[src/rtl/io_bus_master.sv]
// Bus initiator for the 8-bit peripheral bus: runs single read/write commands and
// self-serviced interrupt-status reads, each completing on an acknowledge or a timeout.
module io_bus_master #(
    parameter int unsigned              address_width    = 16,
    parameter int unsigned              data_width       = 8,
    parameter int unsigned              TimeoutCycles    = 8,
    parameter logic [address_width-1:0] IdleAddress      = '1,
    parameter logic [address_width-1:0] IrqStatusAddress = address_width'(3)
) (
    input  logic                     clk_i,
    input  logic                     reset_i,
    input  logic                     cmd_valid_i,
    output logic                     cmd_ready_o,
    input  logic                     cmd_write_i,
    input  logic [address_width-1:0] cmd_address_i,
    input  logic [data_width-1:0]    cmd_data_i,
    output logic                     rsp_valid_o,
    input  logic                     rsp_ready_i,
    output logic [data_width-1:0]    rsp_data_o,
    output logic                     rsp_error_o,
    output logic                     irq_status_valid_o,
    output logic [data_width-1:0]    irq_status_o,
    output logic                     irq_error_o,
    output logic [address_width-1:0] address_o,
    output logic [data_width-1:0]    data_o,
    output logic                     rd_wr_o,
    input  logic [data_width-1:0]    data_i,
    input  logic                     take_controlr_i,
    input  logic                     take_controlw_i,
    input  logic                     irq_i
);

    localparam int unsigned           CntWidth = $clog2(TimeoutCycles + 1);
    localparam logic [CntWidth-1:0]   CntMax   = CntWidth'(TimeoutCycles);

    typedef enum logic [1:0] {
        ST_IDLE,
        ST_BUS,
        ST_RESP,
        ST_IRQDONE
    } state_t;

    state_t                state_q, state_d;
    logic [CntWidth-1:0]   cnt_q;
    logic                  last_irq_q;
    logic                  is_irq_q;

    logic                  arb_irq;
    logic                  start_irq;
    logic                  accept;
    logic                  ack;
    logic                  ack_ok;
    logic                  timed_out;
    logic                  bus_done;
    logic [data_width-1:0] rd_result;

    always_comb begin
        // A command left waiting by the previous IRQ service beats a still-high irq_i
        arb_irq     = irq_i && !(last_irq_q && cmd_valid_i);
        start_irq   = (state_q == ST_IDLE) && arb_irq;
        cmd_ready_o = reset_i && (state_q == ST_IDLE) && !arb_irq;
        accept      = cmd_valid_i && cmd_ready_o;
        ack         = rd_wr_o ? take_controlw_i : take_controlr_i;
        ack_ok      = (state_q == ST_BUS) && ack && (cnt_q != '0);
        timed_out   = (state_q == ST_BUS) && !ack_ok && (cnt_q == CntMax);
        bus_done    = ack_ok || timed_out;
        rd_result   = (ack_ok && !rd_wr_o) ? data_i : '0;

        state_d = state_q;
        case (state_q)
            ST_IDLE:    if (start_irq || accept) state_d = ST_BUS;
            ST_BUS:     if (bus_done) state_d = is_irq_q ? ST_IRQDONE : ST_RESP;
            ST_RESP:    if (rsp_ready_i) state_d = ST_IDLE;
            ST_IRQDONE: state_d = ST_IDLE;
            default:    state_d = ST_IDLE;
        endcase
    end

    always_ff @(posedge clk_i or negedge reset_i) begin
        if (!reset_i) begin
            state_q <= ST_IDLE;
        end else begin
            state_q <= state_d;
        end
    end

    always_ff @(posedge clk_i or negedge reset_i) begin
        if (!reset_i) begin
            cnt_q              <= '0;
            last_irq_q         <= 1'b0;
            is_irq_q           <= 1'b0;
            address_o          <= IdleAddress;
            data_o             <= '0;
            rd_wr_o            <= 1'b0;
            rsp_valid_o        <= 1'b0;
            rsp_data_o         <= '0;
            rsp_error_o        <= 1'b0;
            irq_status_valid_o <= 1'b0;
            irq_status_o       <= '0;
            irq_error_o        <= 1'b0;
        end else begin
            irq_status_valid_o <= 1'b0;
            case (state_q)
                ST_IDLE: begin
                    if (start_irq) begin
                        address_o <= IrqStatusAddress;
                        rd_wr_o   <= 1'b0;
                        data_o    <= '0;
                        is_irq_q  <= 1'b1;
                    end else if (accept) begin
                        address_o  <= cmd_address_i;
                        rd_wr_o    <= cmd_write_i;
                        data_o     <= cmd_write_i ? cmd_data_i : '0;
                        is_irq_q   <= 1'b0;
                        last_irq_q <= 1'b0;
                    end
                end
                ST_BUS: begin
                    if (bus_done) begin
                        address_o <= IdleAddress;
                        rd_wr_o   <= 1'b0;
                        data_o    <= '0;
                        cnt_q     <= '0;
                        if (is_irq_q) begin
                            irq_status_valid_o <= 1'b1;
                            irq_status_o       <= rd_result;
                            irq_error_o        <= timed_out;
                        end else begin
                            rsp_valid_o <= 1'b1;
                            rsp_data_o  <= rd_result;
                            rsp_error_o <= timed_out;
                        end
                    end else if (cnt_q != CntMax) begin
                        cnt_q <= cnt_q + CntWidth'(1);
                    end
                end
                ST_RESP: begin
                    if (rsp_ready_i) rsp_valid_o <= 1'b0;
                end
                ST_IRQDONE: begin
                    last_irq_q <= 1'b1;
                end
                default: ;
            endcase
        end
    end

endmodule

[config.mk]
export PLATFORM = sky130hd
export DESIGN_NAME = io_bus_master
export DESIGN_NICKNAME = d
export VERILOG_FILES = /design/src/rtl/io_bus_master.sv
export SDC_FILE = /design/constraint.sdc
export NUM_CORES = 1
export LEC_CHECK = 0
export CORE_AREA = 3 3 78 80
export DETAILED_ROUTE_END_ITERATION = 7
export DIE_AREA = 0 0 81 83
export GPL_TIMING_DRIVEN = 1
export PLACE_DENSITY = 0.79
export SYNTH_ARGS = -nofsm -noshare
export SYNTH_HDL_FRONTEND = slang
export SYNTH_SLANG_ARGS = --single-unit
[constraint.sdc]
create_clock -name clk_i -period 1.9 [get_ports clk_i]
set_input_delay 0.285 -clock clk_i [delete_from_list [all_inputs] [get_ports clk_i]]
set_output_delay 0.285 -clock clk_i [all_outputs]
set_load 0.02 [all_outputs]
==> results_dict.tcl, run 1 <==
set metrics [dict create \
    grt_overflow 0 \
    synth_nets 255 \
    cts_buffers 5 \
    max_freq_ghz 0.5713 \
    cap_violations 0 \
    wl_per_cell_um 14.53 \
    wl_met2_mm 2.676 \
    cp-start-kind "register" \
    cts_tree "built" \
    setup_violations 0 \
    rr_worst_depth 6 \
    synthCells 213 \
    port_buffers 85 \
    worst-path-stages 1 \
    wl_met3_um 409 \
    finalPower_w 0.006030 \
    hold_viol 0 \
    dieHeight_um 83 \
    cp.required_ns 1.62 \
    ios 86 \
    internal_power_w 0.003659 \
    area_delta_synth_final_pct 46.95 \
    combinationalPowerShare 0.551 \
    ys_async_sr_fraction 1.000 \
    drcViolationCount 0 \
    power_density_nw_per_um2 1724 \
    fin_cells 382 \
    critPathKind "register to output port" \
    peakVddDrop_uv 773.8 \
    syn_area_per_cell_um2 11.17 \
    dpl_cell_area_um2 3373 \
    ff2ff_setup_slack_ns 0.15 \
    p_sw_frac 0.3932 \
    drt_iter0_drc 124 \
    grt_use_total 0.1746 \
    p_leak_nw 1.479 \
    synthFlopType "dfrtp_1" \
    crit_arrival_ns 1.47 \
    startpoint "address_o[12]" \
    die-area_um2 6723 \
    path_cells "clkdlybuf4s50_1" \
    cts_sinks 53 \
    cp-end-kind "output port" \
    clockRootBuffer "clkbuf_8" \
    relSlewSlack 0.5375 \
    row_count 27 \
    die_w_um 81 \
    postRouteWirelength_mm 5.552 \
    seq_power_share 0.348 \
    grt_pass1_wl_mm 9.418 \
    post_cts.repair.setup_buffers 0 \
    globalplace.congestion 0.8029 \
    ant_nets 0 \
    grt_pass1_vias 1932 \
    worst_pin_slew_ns 0.6885 \
    yosys_warnings 0 \
    rsz0062_at_grt "no" \
    clockPowerShare 0.101 \
    dp.cells 372 \
    drive_gt1_frac 0.1968 \
    core_um2 5473 \
    path_delay_family "buffers and inverters" \
    setup_tns_ns 0 \
    post-route-period-util 0.9212 \
    ys_types 41 \
    worstSkewPairLatency_ns 0.30 \
    crit_path_max_fanout 2 \
    cts-htree-levels 2 \
    slew_viol_final 0 \
    hpwl_mm 4.130 \
    clk_path_buf_depth 2 \
    design_area_um2 3497 \
    slowest_delay_ns 0.62 \
    status "finished, final reports clean" \
    grt_max_degree 50 \
    endpoint "address_o[12]" \
    hold_path.class "primary input to asynchronous set/reset pin" \
    syn_area_um2 2380 \
    cts.reportedPaths.clkPinSlew_ns 0.09 \
    cp_num_buf_inv 1 \
    final_util 0.6390 \
    rr_startpoint "cnt_q[0]" \
    dr.max_layer_used "met4" \
    start_util 0.4348 \
    p_sw_w 0.002371 \
    nets 351 \
    slowest_stage "clkdlybuf4s50_1" \
    synth_seq_area_share 0.5657 \
    diodes 0 \
    min_period_ns 1.750 \
    rr_endpoint "rsp_data_o[5]" \
    m1WireLength_mm 2.440 \
    dr.pass1.iters 4 \
    viasPerCell 5.092 \
    synth-edff-count 0 \
    synth-seq-cells 53 \
    clock_skew_ns 0.006696 \
    via_count 1945 \
    antenna_found_initial 0 \
]
through the flow:
step	hold WS (ns)	setup slack, ns
6_report	0.1675	0.1497
5_1_grt	0.2171	0.03751
4_1_cts	0.1914	0.02210
3_5_place_dp	0.1361	-0.3220
3_3_place_gp	0.1299	-0.3116
2_1_floorplan	-0.01059	0.2091
flip-flops by register name, summed over array words and instances (netlist names):
| signal | flops |
|---|---|
| address_o | 16 |
| data_o | 8 |
| irq_status_o | 8 |
| rsp_data_o | 8 |
| cnt_q | 4 |
| state_q | 2 |
| irq_error_o | 1 |
| irq_status_valid_o | 1 |
| is_irq_q | 1 |
| last_irq_q | 1 |
| rd_wr_o | 1 |
| rsp_error_o | 1 |
| rsp_valid_o | 1 |
cell type report:
type                            count  area (µm²)
Tap cell                           72       90.09
Timing Repair Buffer              101       991.0
Multi-Input combinational cell    144       968.4
Sequential cell                    53        1346
Fill cell                         434        1976
Inverter                            4       15.01
Clock inverter                      3       17.52
Clock buffer                        5       68.82
logic make-up (layout without fill, tap and decap cells):
kind of cell,Yosys count,count (layout),share of synthesized area
simple gates,72,72,0.1519
compound gates,57,57,0.1746
flops,53,53,0.5657
buf+inv,16,113,0.03680
mux,13,13,0.06046
fa+ha+maj,2,2,0.01051
layer usage:
layer / vias to the layer above / global-route usage
li1: 955 / -
met1: 924 / 0.2491
met2: 64 / 0.2718
met3: 2 / 0.04230
met4: 0 / 0.03226
met5: - / 0
placed cells by master (no fill, tap or decap), drive strengths merged, types with 6 or more instances in the layout:
cell / Yosys / layout
a221o: 14 / 14
mux2: 11 / 11
buf: 10 / 15
nand2: 38 / 38
dfstp: 16 / 16
and3: 8 / 8
o21ai: 25 / 25
nand2b: 6 / 6
clkbuf: 2 / 6
clkdlybuf4s50: 0 / 83
dfrtp: 37 / 37
timing repair:
| action | 4_1_cts | 5_1_grt |
|---|---|---|
| hold buffers | 2 | 0 |
| endpoints found under the setup margin | 1 | 27 |
| endpoints found under the hold margin | 2 | 0 |
| resized for setup | 1 | 7 |
worst min-delay path by stage:
stage / from / to / depth (start not counted)
finish: reset_i / irq_status_o[4] / 2
global route: reset_i / rsp_data_o[2] / 2
CTS: reset_i / data_o[1] / 2
detailed placement: reset_i / is_irq_q / 1
global placement: reset_i / is_irq_q / 1
floorplan: reset_i / cnt_q[0] / 0
Yosys cell counts, types with 2 or more instances:
cell type,n,area share
nand3_1,5,0.011
inv_1,4,0.0063
o21ai_1,2,0.0042
mux2i_1,2,0.0084
o21ai_0,22,0.046
nand2_1,38,0.060
buf_6,2,0.0095
ha_1,2,0.011
dfrtp_1,37,0.39
buf_2,7,0.015
dfstp_2,16,0.18
clkbuf_1,2,0.0032
and3_1,8,0.021
a21oi_1,5,0.011
mux2_2,11,0.052
nand2b_1,6,0.016
a221o_1,14,0.059
nor2_1,3,0.0047
nor2b_1,5,0.013
power by group through the flow:
stage                     Sequential (W)  Combinational [W]  Clock (W)
after floorplan                  0.00256            0.00145          0
after global placement           0.00209            0.00325          0
after detailed placement         0.00211            0.00331          0
after CTS                        0.00209            0.00333   0.000636
after global routing             0.00217            0.00362   0.000691
final                            0.00210            0.00332   0.000610
Power figures use the tool's default switching activity.
==> inputs of run 2 (changes only) <==
Settings changed: PLACE_DENSITY 0.79 to 0.82, SKIP_LAST_GASP set to 1.
==> results_dict.tcl, run 2 (synthesis gave the netlist of run 1 again) <==
set metrics [dict create \
    status "finished, final reports clean" \
    crit_path_max_fanout 6 \
    power_density_nw_per_um2 1722 \
    cp-start-kind "register" \
    die_w_um 81 \
    nets 351 \
    setup_violations 0 \
    ant_nets 0 \
    internal_power_w 0.003654 \
    dieHeight_um 83 \
    globalplace.congestion 0.8114 \
    place_ws_ns -0.2466 \
    peakVddDrop_uv 745.2 \
    clock_skew_ns 0.009075 \
    combinationalPowerShare 0.548 \
    viasPerCell 5.202 \
    grt_overflow 0 \
    largest_reg_flops 16 \
    seq_power_share 0.350 \
    ios 86 \
    path_delay_family "flip-flops" \
    cap_violations 0 \
    setup_tns_ns 0 \
    hold_viol 0 \
    postRouteWirelength_mm 5.586 \
    antenna_found_initial 0 \
    worst-path-stages 4 \
    wl_per_cell_um 14.62 \
    clockPowerShare 0.102 \
    dr.pass1.iters 4 \
    ff2ff_setup_slack_ns 0.14 \
    grt_pass1_vias 1964 \
    min_period_ns 1.779 \
    worst_pin_slew_ns 0.7200 \
    largest-register "address_o" \
    fillers 454 \
    clk_path_buf_depth 2 \
    cts-htree-levels 2 \
    hold_path.class "primary input to asynchronous set/reset pin" \
    cts_tree "built" \
    rr_startpoint "cnt_q[0]" \
    worstSkewPairLatency_ns 0.31 \
    grt_pass1_wl_mm 9.080 \
    start_util 0.4348 \
    max_freq_ghz 0.5621 \
    grt_use_total 0.1694 \
    crit_arrival_ns 1.49 \
    setup_slack_ns 0.1211 \
    hpwl_mm 4.042 \
    cp-end-kind "output port" \
    layout_common_cells "clkdlybuf4s50_1, nand2_1, dfrtp_1" \
    via_count 1987 \
    grt_max_degree 49 \
    drcViolationCount 0 \
    diodes 0 \
    drive_gt1_frac 0.1968 \
    cts_sinks 53 \
    slew_viol_final 0 \
    die-area_um2 6723 \
    clockRootBuffer "clkbuf_8" \
    area_delta_synth_final_pct 46.79 \
    rr_worst_depth 6 \
    p_sw_frac 0.3927 \
    cp_num_buf_inv 1 \
    row_count 27 \
    cts_buffers 5 \
    slowest_delay_ns 0.47 \
    post-route-period-util 0.9363 \
    path_cells "nor2_2 -> nand2_1 -> nor2_1 -> dlygate4sd2_1" \
    core_um2 5473 \
    p_leak_nw 1.483 \
    final_common_cell "clkdlybuf4s50_1" \
    p_sw_w 0.002362 \
    cts.reportedPaths.clkPinSlew_ns 0.09 \
    drt_iter0_drc 92 \
    port_buffers 85 \
    relSlewSlack 0.5164 \
    rr_endpoint "address_o[4]" \
    critPathKind "register to output port" \
    cp.required_ns 1.62 \
    slowest_stage "dfrtp_1" \
]
## run 2: changes by cell type in the layout (fill, tap and decap cells not counted)
cell | before | now
nor2_4 | 1 | 0
dlygate4sd3_1 | 2 | 1
dlygate4sd2_1 | 0 | 1
buf_4 | 12 | 13
clkbuf_2 | 1 | 0
nor2_2 | 1 | 2
## run 2: metal layers
| metal | vias to the layer above | GRT usage | part of all wire |
|---|---|---|---|
| li1 | 962 | - | - |
| met1 | 945 | 0.2207 | 0.45 |
| met2 | 72 | 0.2793 | 0.47 |
| met3 | 8 | 0.04338 | 0.069 |
| met4 | 0 | 0.04147 | 0.013 |
| met5 | - | 0 | 0 |
## run 2: worst register-to-register path, cell delays in order, from the launching register on
cell and delay [ns]:
dfrtp_1 0.41, inv_1 0.06, ha_1 0.23, or3b_4 0.28
o21ai_4 0.07, nor2_2 0.45, a221o_1 0.20
## run 2: power groups by stage
stage	Sequential, W	Combinational (W)	Clock, W
3_5_place_dp	0.00211	0.00329	0
6_report	0.00210	0.00330	0.000616
2_1_floorplan	0.00256	0.00145	0
5_1_grt	0.00218	0.00358	0.000692
3_3_place_gp	0.00210	0.00323	0
4_1_cts	0.00209	0.00331	0.000635
## run 2: stage by stage
step	power [W]	cell area (µm²)	cells	util	hold WS, ns
5_1_grt	0.006446	3493	382	0.6383	0.08943
3_3_place_gp	0.005327	3381	373	0.6177	0.2438
4_1_cts	0.006035	3476	382	0.6351	0.09705
6_report	0.006016	3493	382	0.6383	0.09246
3_5_place_dp	0.005406	3381	373	0.6177	0.2502
2_1_floorplan	0.004016	2380	213	-	-0.01059
## run 2: worst max path at each step
stage                            from       endpoint  slack [ns]
after global placement    cmd_valid_i   address_o[9]       -0.23
after global routing         cnt_q[0]  address_o[15]       -0.02
final                      state_q[0]    cmd_ready_o        0.12
after detailed placement  cmd_valid_i  address_o[15]       -0.25
after CTS                 cmd_valid_i  address_o[15]        0.07
after floorplan              cnt_q[0]      data_o[0]        0.21
## run 2: layout make-up
cell class                 count  area [µm²]  share of cell area
timing repair buffer         101       992.2              0.2840
clock inverter                 3       17.52            0.005014
multi-input combinational    144       963.4              0.2758
inverter                       4       15.01            0.004298
sequential                    53        1346              0.3854
tap                           72       90.09             0.02579
clock buffer                   5       68.82             0.01970
## run 2: repair_timing
| action | CTS | global route |
|---|---|---|
| hold buffers | 1 | 0 |
| buffers inserted | 0 | 0 |
| gates resized for setup | 1 | 4 |
| setup endpoints to repair | 1 | 26 |
| endpoints found under the hold margin | 1 | 0 |
